<file path="config.mk">
export PLATFORM = sky130hd
export DESIGN_NAME = mem_stage_ctrl
export DESIGN_NICKNAME = d
export VERILOG_FILES = /design/src/rtl/mem_stage_ctrl.sv
export SDC_FILE = /design/constraint.sdc
export NUM_CORES = 1
export LEC_CHECK = 0
export ABC_AREA = 1
export CAP_MARGIN = 20
export CORE_ASPECT_RATIO = 0.8
export CORE_MARGIN = 2
export CORE_UTILIZATION = 38
export DETAILED_ROUTE_END_ITERATION = 8
export PLACE_DENSITY = 0.78
export SETUP_SLACK_MARGIN = 0.4
export SLEW_MARGIN = 25
export SYNTH_ARGS = -nofsm -noshare
export SYNTH_HDL_FRONTEND = slang
export SYNTH_SLANG_ARGS = --single-unit
</file>
<file path="constraint.sdc">
create_clock -name CLK -period 1.4 [get_ports CLK]
set_clock_uncertainty 0.15 [all_clocks]
set_input_delay 0.42 -clock CLK [delete_from_list [all_inputs] [get_ports CLK]]
set_output_delay 0.42 -clock CLK [all_outputs]
set_load 0.01 [all_outputs]
</file>
<file path="src/rtl/mem_stage_ctrl.sv">
// mem_stage_ctrl: MEM stage of a 5-stage MIPS pipeline.
//   Holds the EX/MEM pipeline register, resolves branches/jumps, masters the
//   data-memory bus for lw/sw (valid/ready request, valid-only response) and
//   stalls upstream stages while an access is outstanding.
// Ports:
//   CLK, RSTn                 clock (rising edge), async active-low reset
//   *E, *_in                  EX-stage outputs captured when stallM = 0
//   mem_req_*                 bus request (valid/ready handshake, we, addr, wdata)
//   mem_rsp_valid/rdata       load response (valid only)
//   RegWriteM .. wb_addr_M    results presented to WB
//   PCSrcM, PCTargetM         redirect to IF
//   stallM                    hold IF/ID/EX and this register
//   mem_timeout               one-cycle pulse when a load is force-completed
// Build option:
//   MEM_ALIGN_CHECK_EN        adds mem_misalign; misaligned lw/sw skip the bus
module mem_stage_ctrl #(
    parameter int unsigned TIMEOUT_CYCLES = 255,
    parameter bit          WORD_ADDR      = 1'b1
) (
    input  logic        CLK,
    input  logic        RSTn,
    input  logic        RegWriteE,
    input  logic        MemtoRegE,
    input  logic        MemWriteE,
    input  logic        BranchE,
    input  logic        JumpE,
    input  logic [5:0]  ALUopE,
    input  logic [31:0] ALUOut_in,
    input  logic [31:0] WriteData_in,
    input  logic [31:0] PCPlus4_in,
    input  logic [31:0] PCBranch_in,
    input  logic [4:0]  wb_addr_in,
    output logic        mem_req_valid,
    input  logic        mem_req_ready,
    output logic        mem_req_we,
    output logic [31:0] mem_req_addr,
    output logic [31:0] mem_req_wdata,
    input  logic        mem_rsp_valid,
    input  logic [31:0] mem_rsp_rdata,
    output logic        RegWriteM,
    output logic        MemtoRegM,
    output logic [5:0]  ALUopM,
    output logic [31:0] ALUOutM,
    output logic [31:0] ReadDataM,
    output logic [31:0] PCPlus4M,
    output logic [4:0]  wb_addr_M,
    output logic        PCSrcM,
    output logic [31:0] PCTargetM,
    output logic        stallM,
    output logic        mem_timeout
`ifdef MEM_ALIGN_CHECK_EN
    ,
    output logic        mem_misalign
`endif
);

    typedef enum logic [1:0] {IDLE, REQ, RSP} state_t;

    state_t      state_q, state_d;
    logic        reg_write_q;
    logic        mem_write_q;
    logic        branch_q;
    logic        jump_q;
    logic [31:0] wdata_q;
    logic [31:0] pc_branch_q;
    logic [15:0] wait_cnt;
    logic        timeout_hit;
    logic        misalign_in;
    logic        mem_op_in;
    logic [31:0] addr_aligned;

`ifdef MEM_ALIGN_CHECK_EN
    assign misalign_in  = (ALUOut_in[1:0] != 2'b00);
    // misaligned accesses never reach the bus, so the address is used as-is
    assign addr_aligned = ALUOutM;
`else
    assign misalign_in  = 1'b0;
    assign addr_aligned = {ALUOutM[31:2], 2'b00};
`endif

    assign mem_op_in   = (MemtoRegE | MemWriteE) & ~misalign_in;
    assign timeout_hit = (state_q == RSP) && !mem_rsp_valid &&
                         (wait_cnt == 16'(TIMEOUT_CYCLES - 1));

    assign stallM        = (state_q != IDLE);
    assign mem_req_valid = (state_q == REQ);
    assign mem_req_we    = mem_write_q;
    assign mem_req_wdata = wdata_q;
    assign mem_req_addr  = WORD_ADDR ? {2'b00, addr_aligned[31:2]} : addr_aligned;

    assign RegWriteM = reg_write_q & ~stallM;
    assign PCSrcM    = jump_q | (branch_q & (ALUOutM == 32'd1));
    assign PCTargetM = jump_q ? ALUOutM : pc_branch_q;

    always_ff @(posedge CLK or negedge RSTn) begin
        if (!RSTn) begin
            state_q <= IDLE;
        end else begin
            state_q <= state_d;
        end
    end

    always_comb begin
        state_d = state_q;
        case (state_q)
            IDLE: if (mem_op_in) state_d = REQ;
            REQ:  if (mem_req_ready) state_d = mem_write_q ? IDLE : RSP;
            RSP:  if (mem_rsp_valid || timeout_hit) state_d = IDLE;
            default: state_d = IDLE;
        endcase
    end

    always_ff @(posedge CLK or negedge RSTn) begin
        if (!RSTn) begin
            reg_write_q <= 1'b0;
            MemtoRegM   <= 1'b0;
            mem_write_q <= 1'b0;
            branch_q    <= 1'b0;
            jump_q      <= 1'b0;
            ALUopM      <= '0;
            ALUOutM     <= '0;
            wdata_q     <= '0;
            PCPlus4M    <= '0;
            pc_branch_q <= '0;
            wb_addr_M   <= '0;
            ReadDataM   <= '0;
            wait_cnt    <= '0;
            mem_timeout <= 1'b0;
`ifdef MEM_ALIGN_CHECK_EN
            mem_misalign <= 1'b0;
`endif
        end else begin
            mem_timeout <= timeout_hit;
            // counter is zero on every RSP entry because REQ keeps it cleared
            wait_cnt    <= (state_q == RSP) ? wait_cnt + 16'd1 : '0;
`ifdef MEM_ALIGN_CHECK_EN
            mem_misalign <= 1'b0;
`endif
            if (!stallM) begin
                reg_write_q <= RegWriteE;
                MemtoRegM   <= MemtoRegE;
                mem_write_q <= MemWriteE;
                branch_q    <= BranchE;
                jump_q      <= JumpE;
                ALUopM      <= ALUopE;
                ALUOutM     <= ALUOut_in;
                wdata_q     <= WriteData_in;
                PCPlus4M    <= PCPlus4_in;
                pc_branch_q <= PCBranch_in;
                wb_addr_M   <= wb_addr_in;
`ifdef MEM_ALIGN_CHECK_EN
                if ((MemtoRegE | MemWriteE) && misalign_in) begin
                    mem_misalign <= 1'b1;
                    if (MemtoRegE) ReadDataM <= '0;
                end
`endif
            end
            if (state_q == RSP && mem_rsp_valid) begin
                ReadDataM <= mem_rsp_rdata;
            end else if (timeout_hit) begin
                ReadDataM <= '0;
            end
        end
    end

endmodule

</file>
==> impl_metrics.csv, run 1 <==
group,metric,value,unit
drt,ant_nets,0,
run_status,status,"finished, violations left",
critical_path,crit_type,"flop to output port",
critical_path,path_cells,"buf_6 -> buf_16 -> o21ai_2 -> buf_2",
final_layout,layout_common_cells,"nand2_1, buf_6, dfrtp_1",
final_layout,drive_gt1_share,54.3,%
final_layout,final_common_cell,"nand2_1",
power_and_ir_drop,seqPwrFrac,21.5,%
power_and_ir_drop,p_switching,19.9,mW
power_and_ir_drop,swShare,42.4,%
power_and_ir_drop,power.density,2600,nW/um^2
logic_synthesis,seq_area_frac_synth,57.9,%
final_layout,finalNetCount,1812,
final_layout,regArea,4890,um^2
clock_tree,cts_buffers,17,
floorplan,die_w,170,um
floorplan,ios,390,
drt,routed_wl,45900,um
place,dpl.cell_count,1727,
final_layout,syn_to_final_growth,114,%
timing,setup_viol,402,
critical_path,reg2reg_from,"state_q[1]$_DFFE_PN0P_",
power_and_ir_drop,p_int,27.0,mW
final_layout,stdcell_count,1942,
clock_tree,clk_latency,0.43,ns
timing,rsz0062_at_grt,"yes",
critical_path,max_stage_delay,0.55,ns
logic_synthesis,async_flop_share,100,%
timing,fin_setup_tns,-150.25,ns
floorplan,die_area,23400,um^2
timing,clock.fmax,0.413,GHz
clock_tree,clkTransAtPathRegs,0.08,ns
drt,viasPerCell,5.32,
floorplan,rows,48,
logic_synthesis,synth_compound_area_share,6.03,%
grt,grt-ovfl-total,0,
drt,drc,0,
critical_path,cpMaxStageDelayCell,"dfrtp_4",
place,place.gp.congestion,0.860,
critical_path,start_kind,"flop",
floorplan,core_area,21700,um^2
grt,grt_pass1_wl,52100,um
critical_path,cp_max_fo,7,
min_path,min_path_type,"input pin to asynchronous set/reset pin",
power_and_ir_drop,clockPowerShare,11.0,%
logic_synthesis,ys_types,26,
logic_synthesis,synth_xor_area_share,0,%
drt,drt_iter0_markers,805,
logic_synthesis,yosys_warnings,0,
drt,dr.pass1.iters,5,
final_layout,fillCellCount,1015,
clock_tree,cts.sinks,195,
power_and_ir_drop,p_leak,9.17,nW
logic_synthesis,synthCells,1026,
clock_tree,cts_tree,"done",
timing,period_share,173,%
critical_path,cp_data_arrival_time,1.85,ns
timing,slew_violations,0,
grt,antenna_found_initial,2,
logic_synthesis,synth_edf_count,0,
job,max_cap_viol_count,0,
logic_synthesis,postSynthAreaPerCell,8.21,um^2
place,dpl_worst_slack,-0.666,ns
timing,fin_crit,2.42,ns
drt,vias,10334,
floorplan,die_height,137,um
critical_path,crit_start,"jump_q$_DFFE_PN0P_",
final_layout,diodes,0,
grt,grt_pass1_vias,9536,
logic_synthesis,synth_ff_type,"dfrtp_1",
place,hpwlAfterDp,20600,um
critical_path,reg2reg_depth,12,
floorplan,initial_core_util,38.9,%
timing,hold_viol,19,
grt,track_usage,29.4,%
critical_path,worstPathRequired,0.83,ns
logic_synthesis,synthAdderAreaFrac,0.297,%
power_and_ir_drop,combPwrFrac,67.5,%
logic_synthesis,synth-simple-area-share,27.0,%
logic_synthesis,synth_top_family_by_area,"simple AND/OR/NAND/NOR gates",
critical_path,end_kind,"output port",
clock_tree,clockBufferDepth,2,
final_layout,multiInputGateArea,4780,um^2
logic_synthesis,synth_mux_area_share,0,%
clock_tree,htreeDepth,4,
drt,wl_per_cell,23.6,um
timing,holdWs,-0.232,ns
place,portBuffers,387,
clock_tree,root_buffer,"clkbuf_16",
grt,grt_max_degree,73,
power_and_ir_drop,vdd_drop_max,1.39,mV
logic_synthesis,netlist_area,8420,um^2
critical_path,r2r_setup_slack,-0.62,ns
logic_synthesis,yosys_register_bits,195,
power_and_ir_drop,power.total,46.9,mW
timing,setup_ws,-1.02,ns
run_status,violations,"hold timing, setup timing",
==> flip-flops by register name, indices dropped and copies added (netlist names) <==
register       count
mem_req_we         1
branch_q           1
reg_write_q        1
ReadDataM         32
state_q            2
wait_cnt          16
PCPlus4M          32
ALUopM             6
ALUOutM           32
jump_q             1
MemtoRegM          1
mem_req_wdata     32
mem_timeout        1
pc_branch_q       32
wb_addr_M          5
==> routing by layer <==
metal | part of all wire [%] | global-route usage [%] | vias up
met5 | 0.070 | 0 | -
met2 | 50 | 51.1 | 695
met4 | 6.3 | 14.7 | 4
met1 | 34 | 32.6 | 5044
li1 | - | - | 4366
met3 | 9.9 | 9.59 | 225
==> repair_timing <==
action                                   CTS  global route
gates resized for setup                 1249           420
pin swaps                                 36            97
cloned                                    25            15
hold endpoints to repair                  19            19
buffers inserted                          82            62
endpoints found under the setup margin   403           403
==> cells in the mapped netlist (2+ instances only) <==
cell type,number,share of area [%]
buf_2,26,1.5
nor2_2,2,0.15
nand2_1,476,21
ha_1,2,0.30
inv_2,3,0.13
a21oi_1,7,0.42
nor3_1,2,0.12
nand4_1,8,0.59
o21ai_0,87,5.2
buf_6,3,0.40
dfrtp_1,195,58
buf_4,32,2.9
inv_1,66,2.9
o21bai_1,2,0.18
nand3_1,37,2.2
nor2_1,51,2.3
clkbuf_1,18,0.80
==> layout make-up <==
class                   count  share of cell area [%]
flip-flops and latches    195                    27.1
repair inverters            1                  0.0416
clock inverters            14                   0.921
inverters                  69                    1.50
well taps                 300                    2.08
clock buffers              17                    2.36
multi-input cells         684                    26.5
repair buffers            662                    39.6
==> per-stage QoR <==
stage                     cell area, um^2  utilization [%]
after floorplan                      8870                -
after global placement              13300             61.6
after detailed placement            13300             61.6
after CTS                           15700             72.2
after global routing                18100             83.3
final                               18100             83.3
==> logic make-up (layout without fill, tap and decap cells) <==
| group | after synthesis | in the layout |
|---|---|---|
| AOI/OAI and AO/OA | 99 | 99 |
| adders and majority gates | 2 | 2 |
| buffers and inverters | 148 | 763 |
| DFF | 195 | 195 |
| other | 1 | 2 |
| and+or+nand+nor | 581 | 581 |
==> path summary, 6_finish.rpt <==
check,end
setup / recovery,PCTargetM[12]
hold reg to reg,wb_addr_M[3]$_DFFE_PN0P_
hold / removal,PCPlus4M[25]$_DFFE_PN0P_
min in group CLK,wb_addr_M[3]$_DFFE_PN0P_
max in group asynchronous,mem_req_wdata[12]$_DFFE_PN0P_
setup reg to reg,mem_req_wdata[5]$_DFFE_PN0P_
==> worst max-delay path: cells and delay by family, from the launching register on <==
family | cells | cell delay [ns]
buf+inv | 3 | 0.52
flops | 1 | 0.55
compound gates | 1 | 0.35
==> power by group through the flow <==
| stage | clock network [mW] | logic (mW) | registers [mW] |
|---|---|---|---|
| floorplan | 0 | 7.43 | 10.6 |
| global placement | 0 | 17.2 | 9.46 |
| detailed placement | 0 | 17.5 | 9.57 |
| CTS | 5.15 | 24.1 | 9.62 |
| global route | 5.42 | 32.9 | 10.2 |
| finish | 5.17 | 31.7 | 10.1 |
Note: power is estimated with default switching activity, not from simulation.
==> run 2: changes to the inputs <==
- CORE_MARGIN: 2 -> unset
==> run 2 against run 1 <==
The run still ends with hold timing, setup timing left. Sequential share of layout area decreased by 1.3 points. Setup slack improved by 0.14 ns. Largest cell class unchanged. Critical path type unchanged. Die area fell by 2.6%.
==> impl_metrics.csv, run 2 (synthesis gave the netlist of run 1 again) <==
group,metric,value,unit
timing,fin_setup_tns,-147.59,ns
place,portBuffers,387,
timing,hold_viol,19,
timing,setup_viol,402,
drt,ant_nets,0,
floorplan,die_w,168,um
timing,period_share,163,%
power_and_ir_drop,power.density,2660,nW/um^2
clock_tree,htreeDepth,4,
final_layout,final_common_cell,"buf_6",
grt,track_usage,35.8,%
critical_path,cp_data_arrival_time,1.72,ns
clock_tree,clockBufferDepth,2,
final_layout,syn_to_final_growth,125,%
clock_tree,cts.sinks,195,
drt,vias,10961,
floorplan,initial_core_util,38.9,%
power_and_ir_drop,vdd_drop_max,1.47,mV
grt,grt_max_degree,31,
place,hpwlAfterDp,20200,um
drt,dr.pass1.iters,5,
grt,grt_pass1_vias,10472,
floorplan,ios,390,
drt,wl_per_cell,26.8,um
clock_tree,clk_latency,0.44,ns
critical_path,worstPathRequired,0.83,ns
floorplan,rows,48,
floorplan,core_area,21700,um^2
drt,viasPerCell,5.59,
critical_path,crit_type,"flop to output port",
timing,holdWs,-0.258,ns
timing,setup_ws,-0.886,ns
floorplan,die_height,135,um
grt,grt-ovfl-total,0,
final_layout,fillCellCount,829,
critical_path,end_kind,"output port",
final_layout,fin_util,87.5,%
clock_tree,cts_buffers,17,
drt,routed_wl,52500,um
timing,fin_crit,2.29,ns
clock_tree,root_buffer,"clkbuf_16",
run_status,status,"finished, violations left",
final_layout,layout_common_cells,"buf_6, nand2_1, dfrtp_1",
place,place.gp.congestion,0.867,
floorplan,die_area,22800,um^2
drt,drt_iter0_markers,1004,
power_and_ir_drop,p_leak,9.54,nW
job,max_cap_viol_count,0,
clock_tree,cts_tree,"done",
drt,drc,0,
final_layout,finalNetCount,1829,
clock_tree,clkTransAtPathRegs,0.09,ns
grt,grt_pass1_wl,60700,um
critical_path,start_kind,"flop",
timing,clock.fmax,0.437,GHz
critical_path,cp_max_fo,8,
min_path,min_path_type,"input pin to asynchronous set/reset pin",
final_layout,drive_gt1_share,58.6,%
timing,rsz0062_at_grt,"yes",
timing,slew_violations,0,
grt,antenna_found_initial,3,
run_status,violations,"hold timing, setup timing",
run 2: layer usage:
| metal | up-vias | wire length (um) | GRT usage, % |
|---|---|---|---|
| met5 | - | 12 | 0 |
| met4 | 2 | 4950 | 24.9 |
| met3 | 341 | 5520 | 10.7 |
| met2 | 885 | 25200 | 61.4 |
| met1 | 5325 | 16900 | 38.4 |
| li1 | 4408 | - | - |
run 2: power by group:
part / total [mW] / internal (mW) / switching, mW
combinational: 35.1 / 17.8 / 17.3
clock: 5.10 / 2.42 / 2.69
sequential: 10.2 / 8.21 / 2.03
total: 50.5 / 28.4 / 22.1
run 2: worst paths after layout:
kind	cells after the start	slack, ns	from	end
worst max-delay path	4	-0.89	jump_q$_DFFE_PN0P_	PCTargetM[28]
worst min-delay path	1	-0.26	RSTn	reg_write_q$_DFFE_PN0P_
worst max register to register	11	-0.61	state_q[1]$_DFFE_PN0P_	jump_q$_DFFE_PN0P_
worst min register to register	2	0.33	PCPlus4M[23]$_DFFE_PN0P_	PCPlus4M[23]$_DFFE_PN0P_
max in group asynchronous	2	0.83	RSTn	ALUOutM[4]$_DFFE_PN0P_
min in group CLK	2	0.33	PCPlus4M[23]$_DFFE_PN0P_	PCPlus4M[23]$_DFFE_PN0P_
run 2: repair_timing:
item                                     CTS  global route
setup buffers                             96            64
endpoints found under the hold margin     19            19
gates resized for setup                 1370           404
endpoints found under the setup margin   403           403
pin swaps                                 92            97
gates cloned                              44             4
run 2: layout make-up:
type                       count  area (um^2)  area share, %
antenna                        2         5.00         0.0264
clock buffer                  18          429           2.26
clock inverter                14          166          0.877
inverter                      69          287           1.51
multi-input combinational    684         5120           27.0
sequential                   195         4890           25.8
tap                          300          375           1.98
timing repair buffer         678         7670           40.5
timing repair inverter         2         16.3         0.0858
run 2: stage by stage:
step	total power, mW	hold WS [ns]	area, um^2	std cells	setup slack (ns)
floorplan	18.1	-0.0256	8870	1027	-0.0650
global placement	26.6	0.217	13300	1720	-0.779
detailed placement	27.0	0.221	13300	1720	-0.795
CTS	41.8	-0.247	16800	1892	-0.752
global route	51.6	-0.251	19000	1961	-0.900
finish	50.5	-0.258	19000	1962	-0.886
run 2: critical path: stages, from the launching register on:
cell,delay [ns]
dfrtp_4,0.55
buf_8,0.18
buf_12,0.15
o21ai_4,0.24
buf_6,0.15
